### config.mk
export PLATFORM = sky130hd
export DESIGN_NAME = d2d_rx_credit_buffer
export DESIGN_NICKNAME = d
export VERILOG_FILES = /design/src/rtl/d2d_pkg.sv /design/src/rtl/d2d_rx_fifo.sv /design/src/rtl/d2d_rx_credit_buffer.sv
export SDC_FILE = /design/constraint.sdc
export NUM_CORES = 1
export LEC_CHECK = 0
export CORE_MARGIN = 4
export CORE_UTILIZATION = 58
export CTS_CLUSTER_DIAMETER = 80
export DETAILED_ROUTE_END_ITERATION = 6
export PLACE_DENSITY = 0.78
export SYNTH_ARGS = -nofsm -noshare
export SYNTH_HDL_FRONTEND = slang
export SYNTH_SLANG_ARGS = --single-unit
### constraint.sdc
create_clock -name clk -period 5.4 [get_ports clk]
set_input_delay 0.81 -clock clk [delete_from_list [all_inputs] [get_ports clk]]
set_output_delay 0.81 -clock clk [all_outputs]
set_load 0.005 [all_outputs]
### src/rtl/d2d_pkg.sv
// Shared link-level constants for both ends of the die-to-die credit link.
package d2d_pkg;

  localparam int D2D_CREDITS = 8;
  localparam int D2D_DATA_W  = 32;

  // Counter width that holds 0..depth inclusive.
  function automatic int calc_cnt_w(input int depth);
    return $clog2(depth) + 1;
  endfunction

  localparam int D2D_CNT_W = calc_cnt_w(D2D_CREDITS);

endpackage

### src/rtl/d2d_rx_fifo.sv
// Circular first-word-fall-through FIFO: storage, pointers and entry count.
module d2d_rx_fifo
  import d2d_pkg::*;
#(
  parameter int DEPTH  = D2D_CREDITS,
  parameter int DATA_W = D2D_DATA_W
) (
  input  logic                      clk,
  input  logic                      rst,
  input  logic                      push,
  input  logic                      pop,
  input  logic [DATA_W-1:0]         wdata,
  output logic [DATA_W-1:0]         rdata,
  output logic [calc_cnt_w(DEPTH)-1:0] count
);

  localparam int CNT_W = calc_cnt_w(DEPTH);
  localparam int PTR_W = (DEPTH > 1) ? $clog2(DEPTH) : 1;

  logic [DATA_W-1:0] mem [DEPTH];
  logic [PTR_W-1:0]  rd_ptr, wr_ptr;
  logic [CNT_W-1:0]  cnt;

  // Wrap explicitly so non-power-of-two depths work too.
  function automatic logic [PTR_W-1:0] ptr_inc(input logic [PTR_W-1:0] p);
    return (p == PTR_W'(DEPTH - 1)) ? '0 : p + 1'b1;
  endfunction

  // Pointer and count update; push and pop together leave the count unchanged.
  always_ff @(posedge clk) begin
    if (rst) begin
      rd_ptr <= '0;
      wr_ptr <= '0;
      cnt    <= '0;
    end else begin
      if (push) wr_ptr <= ptr_inc(wr_ptr);
      if (pop)  rd_ptr <= ptr_inc(rd_ptr);
      case ({push, pop})
        2'b10:   cnt <= cnt + 1'b1;
        2'b01:   cnt <= cnt - 1'b1;
        default: cnt <= cnt;
      endcase
    end
  end

  // Payload storage is not reset; contents only matter behind a valid count.
  always_ff @(posedge clk) begin
    if (!rst && push) mem[wr_ptr] <= wdata;
  end

  assign rdata = mem[rd_ptr];
  assign count = cnt;

endmodule

### src/rtl/d2d_rx_credit_buffer.sv
// Receive-side credit buffer: FIFO for link flits plus credit return and
// overflow detection toward the transmit side.
module d2d_rx_credit_buffer
  import d2d_pkg::*;
#(
  parameter int CREDITS = D2D_CREDITS,
  parameter int DATA_W  = D2D_DATA_W
) (
  input  logic                       clk,
  input  logic                       rst,
  input  logic                       rx_valid,
  input  logic [DATA_W-1:0]          rx_data,
  output logic                       out_valid,
  output logic [DATA_W-1:0]          out_data,
  input  logic                       out_ready,
  input  logic                       credit_hold,
  output logic                       credit_ret,
  output logic [$clog2(CREDITS):0]   occupancy,
  output logic                       ovf_err
);

  localparam int CNT_W = calc_cnt_w(CREDITS);

  logic [CNT_W-1:0] count;
  logic [CNT_W-1:0] pend;
  logic [CNT_W-1:0] avail;
  logic             full, push, pop;

  // A full buffer still accepts a flit when the head leaves in the same cycle.
  assign full      = (count == CNT_W'(CREDITS));
  assign out_valid = (count != '0);
  assign pop       = out_valid && out_ready;
  assign push      = rx_valid && (!full || pop);
  assign avail     = pend + {{(CNT_W-1){1'b0}}, pop};
  assign occupancy = count;

  d2d_rx_fifo #(
    .DEPTH  (CREDITS),
    .DATA_W (DATA_W)
  ) u_fifo (
    .clk   (clk),
    .rst   (rst),
    .push  (push),
    .pop   (pop),
    .wdata (rx_data),
    .rdata (out_data),
    .count (count)
  );

  // Return one freed credit per cycle; backlog accumulates while held.
  always_ff @(posedge clk) begin
    if (rst) begin
      credit_ret <= 1'b0;
      pend       <= '0;
    end else if (!credit_hold && (avail != '0)) begin
      credit_ret <= 1'b1;
      pend       <= avail - 1'b1;
    end else begin
      credit_ret <= 1'b0;
      pend       <= avail;
    end
  end

  // Sticky flag: a flit arrived with every slot taken and nothing leaving.
  always_ff @(posedge clk) begin
    if (rst)                           ovf_err <= 1'b0;
    else if (rx_valid && full && !pop) ovf_err <= 1'b1;
  end

endmodule

==> metrics.txt, run 1 <==
total CTS buffers 26; Antenna diodes 0; Final min period 3900 ps; ys flop type edfxtp_1; pin count of the biggest net entering global routing 45; routed wire length 19.8 mm; actual slew at the worst max-slew pin 1120 ps; Die Y-Extent 143 um; post-synthesis sequential area ratio 0.758; clk root buf clkbuf_16; Layout Nets 629; clock latency on the worst-skew pair 530 ps; area occupied by multi-input gates 2490 um^2; outcome complete, no violations; sequential cell area 8070 um^2; Commonest cells post-synth edfxtp_1 (256), mux4_2 (64), mux2_2 (34); vias in the first global route 5,378; clk sinks 275; VDD IR max 0.355 mV; die width 143 um; Synth Cell Area 10,600 um^2; via/cell ratio 6.09; Synth async-reset ratio 0; num rows 49; worst clock skew 13.1 ps; syn_area_per_cell 21.6 um^2; Yosys reg bits 275; sw power 1.22 mW; Post-synth EDFFs 256; met3 GRT Util 0.0319; Setup TNS 0 ps; Core ar. 18,000 um^2; combinational fraction of design power 0.180; fillers 1,093; clock buffer depth 3; starting density of the core 0.590; internal cell power 4.11 mW; initial antenna violation count 0; Final GP Congestion 0.787; largest cells by area after synthesis edfxtp_1 (72%), mux4_2 (14%), mux2_2 (3.6%), dfxtp_1 (3.6%), ha_1 (1.1%); CP required 4590 ps; period utilization 0.723; wire length of the first global-routing pass 31.0 mm; Hold Path Class reg2reg; Ys Warns 0; crit start category register; CTS Hold Bufs 0; CTS resizes 0; Area Overhead vs Synth 18.5%; die area 20,600 um^2; Final Setup Violations 0; Max-slew headroom 0.250; routed len/inst 23.8 um; GR Layer Usage met1 0.274; syn nets 538; Tot GR Track Use 0.200; Clk pwr share 0.348; Slew Viols, Final 0; Remaining DRCs 0; Detailed Route Iter0 Violations 313; total number of vias 5,066; share of the synthesized area in the top cell type 0.723; crit path max fanout 44; 1st-pass router iterations 4; busiest metal layer after global routing met2; Sw Ratio 0.229; top-count cell post-synth edfxtp_1; Worst EP arrival 3090 ps; highest clock rate 256 MHz; crit path kind reg2out; global route total overflow 0; share of cells above drive strength 1 0.267; Fin. Hold Viols 0; I/O pin count 76; CP endpoint kind output pin; CTS tree done; Reg power frac 0.472; post-layout util 0.700; max-cap violations 0; RSZ-0062 raised after global routing false; Max H-tree Level 1; Lkg Pwr 4.00 nW; Synth Instances 492; post-synth top area cell edfxtp_1; Post-CTS Setup Repair Bufs 0; met2 Track Usage GR 0.344; PwrDens 423 nW/um^2; Routed Antenna Nets 0; port bufs 75; hpwl dp 11.1 mm; clock slew at reported path FFs 60 ps; minimum hold slack 482 ps; library cells used by synthesis 40
## cells by family (layout without fill, tap and decap cells)
| group | after synthesis | after routing | synth area share |
|---|---|---|---|
| buf+inv | 29 | 140 | 0.0120 |
| fa+ha+maj | 9 | 9 | 0.0106 |
| compound gates | 19 | 19 | 0.0139 |
| xor+xnor | 4 | 4 | 0.00329 |
| simple gates | 56 | 56 | 0.0286 |
| mux | 100 | 100 | 0.173 |
| flops | 275 | 275 | 0.758 |
## sequential cells by signal, indices dropped and copies added, names as in the netlist, named ones only
signal,count
credit_ret,1
ovf_err,1
pend,4
u_fifo.count,4
u_fifo.mem,256
u_fifo.rd_ptr,3
u_fifo.wr_ptr,3
## worst max-delay path, cell delays in order, from the launching register on
cell and delay [ps]:
dfxtp_2 700, buf_4 660, mux4_2 430, mux2_2 300, clkdlybuf4s50_1 480
## routing by layer
metal	routed length [um]	part of all wire
met1	8170	0.41
met2	10300	0.52
met3	1040	0.052
met4	248	0.013
met5	0	0
## power groups by stage
stage,sequential [mW],clock [mW],combinational [mW]
after CTS,2.52,1.89,0.977
after global routing,2.53,1.98,1.05
after detailed placement,2.57,0,0.965
final,2.51,1.86,0.961
after floorplan,2.47,0,0.680
after global placement,2.56,0,0.936
## placed cells by master, fill, tap and decap left out, drive strengths merged, types with 2 or more instances in the layout
cell and count:
a21oi 9, or3b 2, dfxtp 19, nand3 6
bufinv 4, or4b 2, mux2 34, or4 3
mux2i 2, nor4b 2, nor2 15, o21ai 2
mux4 64, clkbuf 37, nor4 3, or3 2
xor2 3, clkdlybuf4s50 75, clkinv 6, buf 11
nand2 10, nor3 5, edfxtp 256, inv 6
ha 9, nand3b 2
## cell type report
class | count | share of cell area
Clock buffer | 37 | 0.0573
Clock inverter | 11 | 0.0122
Inverter | 6 | 0.00179
Multi-Input combinational cell | 188 | 0.198
Sequential cell | 275 | 0.640
Tap cell | 229 | 0.0227
Timing Repair Buffer | 86 | 0.0681
## final timing paths
| path | depth (start not counted) | endpoint | startpoint | slack [ps] |
|---|---|---|---|---|
| setup / recovery | 4 | out_data[10] | register | 1500 |
| hold / removal | 2 | register | u_fifo.rd_ptr[2] | 480 |
| hold reg to reg | 2 | register | u_fifo.rd_ptr[2] | 480 |
| setup reg to reg | 11 | pend[3] | u_fifo.count[1] | 2000 |
## through the flow
step | worst slack, ps | total power [mW] | instance area (um^2) | cells
4_1_cts | 1420 | 5.38 | 12600 | 832
5_1_grt | 1340 | 5.56 | 12600 | 832
2_1_floorplan | 408 | 3.15 | 10600 | 492
6_report | 1500 | 5.33 | 12600 | 832
3_5_place_dp | 1760 | 3.53 | 11700 | 784
3_3_place_gp | 1880 | 3.49 | 11700 | 784
(Power assumes the default switching activity.)
==> inputs of run 2 (changes only) <==
- CORE_UTILIZATION: 58 -> 53
- PLACE_DENSITY: 0.78 -> 0.75
- clock period: 5.4 -> 3.18 ns (I/O delays scaled with it)
==> metrics.txt, run 2 (same netlist as run 1, synthesis figures left out) <==
highest clock rate 327 MHz; Fin. Hold Viols 0 (unchanged); clock buffer depth 3 (unchanged); VDD IR max 0.827 mV (+130%); crit start category register; worst hold start u_fifo.rd_ptr[1]; RSZ-0062 raised after global routing false; Clk pwr share 0.351 (+0.003); starting density of the core 0.543 (-0.0472); crit path kind reg2reg; num rows 51 (+4.1%); global route total overflow 0 (unchanged); initial antenna violation count 1 (+1); max FFs per register 256 (unchanged); CTS tree done; clk root buf clkbuf_16; outcome complete, no violations; Placed Cells 838 (+6.9%); clock slew at reported path FFs 70 ps (about the same); port bufs 75 (unchanged); Post-CTS Setup Repair Bufs 0 (unchanged); clock latency on the worst-skew pair 530 ps (about the same); hpwl dp 11.7 mm (+5.4%); Reg power frac 0.445 (-0.027); actual slew at the worst max-slew pin 578 ps (-545 ps); max-cap violations 0 (unchanged); most flop-heavy register u_fifo.mem; routed wire length 20.3 mm (+2.3%); Final GP Congestion 0.790 (+0.39%); CP required 3650 ps (-940 ps); total number of vias 5,145 (+1.6%); Layout Nets 648 (+3.0%); Hold Path Class reg2reg; Setup TNS 0 ps (unchanged); Slew Viols, Final 0 (unchanged); Layout Cells excl Fill 888 (+6.7%); combinational fraction of design power 0.203 (+0.023); total CTS buffers 27 (+3.8%); I/O pin count 76 (unchanged); worst clock skew 9.97 ps (-3.17 ps); Lkg Pwr 4.14 nW (+3.5%); Max-slew headroom 0.613 (+0.364); Tot GR Track Use 0.189 (-0.0119); PwrDens 718 nW/um^2 (+70%); Antenna diodes 0 (unchanged); routed len/inst 22.8 um (-4.1%); internal cell power 7.14 mW (+74%); Sw Ratio 0.232 (+0.00310); sequential cell area 8070 um^2 (unchanged); fillers 1,279 (+17%); Remaining DRCs 0 (unchanged); sw power 2.15 mW (+77%); CP endpoint kind register; WHS Path Cells 2 (unchanged); Detailed Route Iter0 Violations 338 (+8.0%); Worst R2R Setup Slack 120 ps (-1880 ps); most frequent cells in the layout edfxtp_1 (256), clkdlybuf4s50_1 (75), mux4_2 (64); Core ar. 19,600 um^2 (+8.7%); 1st-pass router iterations 4 (unchanged); Worst EP arrival 3530 ps (+440 ps); pin count of the biggest net entering global routing 50 (+11%); area occupied by multi-input gates 2540 um^2 (+1.7%); share of cells above drive strength 1 0.300 (+0.0332); crit path max fanout 4 (-91%); die area 22,400 um^2 (+8.9%); period utilization 0.962; via/cell ratio 5.79 (-4.8%); Max H-tree Level 1 (unchanged); Area Overhead vs Synth 21.7%; vias in the first global route 5,616 (+4.4%); commonest non-fill, non-tap cell in the layout edfxtp_1; die width 150 um (+4.4%); clk sinks 275 (unchanged); Final min period 3060 ps; Routed Antenna Nets 0 (unchanged); Reg2Reg Depth 11 (unchanged); Die Y-Extent 150 um (+4.4%); wire length of the first global-routing pass 32.0 mm (+3.2%); Final Setup Violations 0 (unchanged); r2r startpoint u_fifo.count[0]; Reg2Reg Capture Point pend[3]
run 2: cell count changes in the layout (fill, tap and decap cells not counted), sizes merged:
| cell | before | now |
|---|---|---|
| buf | 11 | 29 |
| clkbuf | 37 | 38 |
| clkinv | 6 | 5 |
| inv | 6 | 8 |
run 2: power groups by stage:
stage               clock (mW)  sequential (mW)  combinational [mW]
finish                    3.27             4.14                1.89
floorplan                    0             4.20                1.16
CTS                       3.33             4.13                1.91
detailed placement           0             4.21                1.89
global route              3.48             4.15                2.06
global placement             0             4.20                1.83
run 2: layout make-up:
| cell class | instances | share of cell area |
|---|---|---|
| tap | 265 | 0.0256 |
| inverter | 6 | 0.00174 |
| sequential | 275 | 0.624 |
| clock buffer | 38 | 0.0577 |
| multi-input combinational | 188 | 0.196 |
| clock inverter | 12 | 0.0134 |
| timing repair buffer | 104 | 0.0821 |
run 2: stage by stage:
stage | total power [mW] | worst slack [ps] | util | area (um^2) | hold slack [ps]
3_3_place_gp | 6.03 | 170 | 0.613 | 12000 | 466
3_5_place_dp | 6.10 | 59.9 | 0.613 | 12000 | 482
6_report | 9.29 | 121 | 0.661 | 12900 | 499
4_1_cts | 9.38 | 61.6 | 0.660 | 12900 | 499
2_1_floorplan | 5.36 | 6.40 | - | 10700 | 450
5_1_grt | 9.69 | 17.3 | 0.661 | 12900 | 533
run 2: repair_timing:
action / 4_1_cts / 5_1_grt
resized for setup: 0 / 3
hold buffers: 0 / 0
setup endpoints to repair: 0 / 2
run 2: metal layers:
metal,global-route usage,routed length (um),vias up
met2,0.326,10600,154
met3,0.0354,1250,31
met1,0.251,8050,2683
met5,0,8,-
met4,0.0467,375,2
li1,-,-,2275
run 2: worst max-delay path by stage:
| stage | from | to | slack (ps) | cells past startpoint |
|---|---|---|---|---|
| after floorplan | u_fifo.count[1] | pend[3] | 6 | 13 |
| after global placement | out_ready | pend[3] | 170 | 11 |
| after detailed placement | out_ready | pend[3] | 60 | 11 |
| after CTS | register | out_data[7] | 60 | 4 |
| after global routing | u_fifo.count[0] | pend[3] | 20 | 11 |
| final | u_fifo.count[0] | pend[3] | 120 | 11 |
run 2: critical path, stage by stage, from the launching register on:
cell     delay [ps]
dfxtp_1         310
or4_4           540
nand2_2          90
inv_1            60
ha_1            230
ha_1            310
inv_1            60
ha_1            210
nor4b_1         160
or4b_1          530
or4_1           420
nand2_1          80
==> inputs of run 3 (changes only) <==
- CORE_UTILIZATION: 53 -> 58
- PLACE_DENSITY: 0.75 -> 0.78
- clock period: 3.18 -> 3.3 ns (I/O delays scaled with it)
==> metrics.txt, run 3 (same netlist as run 1, synthesis figures left out) <==
Post-CTS Setup Repair Bufs 0 (unchanged); Fin. Hold Viols 0 (unchanged); clock slew at reported path FFs 60 ps (about the same); VDD IR max 0.527 mV (-36%); Layout Nets 646 (-0.31%); final setup margin 181 ps (+59.5 ps); Sw Ratio 0.233 (+0.00104); critical path startpoint u_fifo.count[0]; clock latency on the worst-skew pair 520 ps (about the same); CTS Hold Bufs 0 (unchanged); max FFs per register 256 (unchanged); wire length of the first global-routing pass 31.5 mm (-1.5%); Worst EP arrival 3590 ps (+60 ps); clk root buf clkbuf_16; worst clock skew 7.63 ps (-2.34 ps); Antenna diodes 0 (unchanged); max-cap violations 0 (unchanged); clock buffer depth 3 (unchanged); fillers 1,091 (-15%); CTS tree done; crit path max fanout 5 (+1); Routed Antenna Nets 0 (unchanged); CTS resizes 0 (unchanged); via/cell ratio 6.04 (+4.3%); commonest non-fill, non-tap cell in the layout edfxtp_1; Max H-tree Level 1 (unchanged); period utilization 0.945 (-0.0166); Final GP Congestion 0.785 (-0.70%); most flop-heavy register u_fifo.mem; Die Y-Extent 143 um (-4.2%); crit start category register; I/O pin count 76 (unchanged); total CTS buffers 27 (unchanged); die width 143 um (-4.2%); Max-slew headroom 0.607 (-0.00606); total number of vias 5,114 (-0.60%); routed len/inst 23.7 um (+3.9%); clk sinks 275 (unchanged); RSZ-0062 raised after global routing false; routed wire length 20.0 mm (-1.1%); num rows 49 (-3.9%); Slew Viols, Final 0 (unchanged); Detailed Route Iter0 Violations 319 (-5.6%); combinational fraction of design power 0.206 (+0.003); die area 20,600 um^2 (-8.2%); crit path kind reg2reg; Tot GR Track Use 0.203 (+0.0146); initial antenna violation count 0 (-1); highest clock rate 321 MHz (-1.9%); Reg2Reg Depth 11 (unchanged); most frequent cells in the layout edfxtp_1 (256), clkdlybuf4s50_1 (75), mux4_2 (64); actual slew at the worst max-slew pin 581 ps (+2.79 ps); PwrDens 675 nW/um^2 (-6.0%); Setup TNS 0 ps (unchanged); Post-Place Setup Slack 57.4 ps (-2.49 ps); 1st-pass router iterations 4 (unchanged); Hold Path Class reg2reg; Remaining DRCs 0 (unchanged); r2r startpoint u_fifo.count[0]; CP required 3770 ps (+120 ps); Clk pwr share 0.329 (-0.022); Lkg Pwr 4.07 nW (-1.6%); vias in the first global route 5,517 (-1.8%); Core ar. 18,000 um^2 (-8.0%); Reg2Reg Capture Point pend[3]; sw power 2.00 mW (-7.1%); worst hold start u_fifo.rd_ptr[2]; share of cells above drive strength 1 0.290 (-0.0100); hpwl dp 11.7 mm (+0.61%); CP endpoint kind register; WHS Path Cells 2 (unchanged); internal cell power 6.59 mW (-7.7%); Worst R2R Setup Slack 180 ps (+60 ps); outcome complete, no violations; Reg power frac 0.464 (+0.019); port bufs 75 (unchanged); global route total overflow 0 (unchanged); Final Setup Violations 0 (unchanged); pin count of the biggest net entering global routing 39 (-22%); Area Overhead vs Synth 19.7%; Final min period 3120 ps (+60.5 ps); starting density of the core 0.590 (+0.0472)
## run 3: cell types whose count changed in the layout (fill, tap and decap cells not counted), sizes merged
cell,delta
clkbuf,-8
inv,-2
buf,-2
clkinv,+8
bufinv,-2
## run 3: worst max path at each step
stage          depth (start not counted)       to
2_1_floorplan                         13  pend[3]
3_3_place_gp                          11  pend[3]
3_5_place_dp                          11  pend[3]
4_1_cts                               11  pend[3]
5_1_grt                               11  pend[3]
6_report                              11  pend[3]
## run 3: layout make-up
cell class              count  area, um^2  share of cell area
multi-input cells         188        2530               0.199
well taps                 229         287              0.0225
flip-flops and latches    275        8070               0.634
clock buffers              30         687              0.0540
repair buffers            102        1000              0.0788
clock inverters            16         125             0.00983
inverters                   6        22.5             0.00177
## run 3: power by group through the flow
stage / registers (mW) / clock network (mW) / logic, mW
6_report: 3.99 / 2.83 / 1.77
5_1_grt: 4.00 / 3.05 / 1.95
4_1_cts: 3.99 / 2.90 / 1.80
3_5_place_dp: 4.06 / 0 / 1.78
3_3_place_gp: 4.05 / 0 / 1.72
2_1_floorplan: 4.05 / 0 / 1.11
## run 3: critical path: stages (launching register included)
cell and delay [ps]:
dfxtp_1 310, or4_4 570, nand2_1 120, inv_1 60
ha_1 230, ha_1 310, inv_1 60, ha_1 200
nor4b_1 180, or4b_1 540, or4_1 400, nand2_1 70
## run 3: metal layers
layer	GRT usage	wire [um]	vias up
li1	-	-	2265
met1	0.271	8160	2693
met2	0.362	10700	132
met3	0.0306	876	24
met4	0.0411	303	0
met5	0	0	-
## run 3: per-stage QoR
| step | hold WS, ps | power (mW) | instance area [um^2] | std cells | util |
|---|---|---|---|---|---|
| 2_1_floorplan | 450 | 5.16 | 10700 | 492 | - |
| 3_3_place_gp | 472 | 5.77 | 11900 | 800 | 0.661 |
| 3_5_place_dp | 471 | 5.84 | 11900 | 800 | 0.661 |
| 4_1_cts | 483 | 8.68 | 12700 | 846 | 0.706 |
| 5_1_grt | 514 | 8.99 | 12700 | 846 | 0.706 |
| 6_report | 485 | 8.59 | 12700 | 846 | 0.706 |
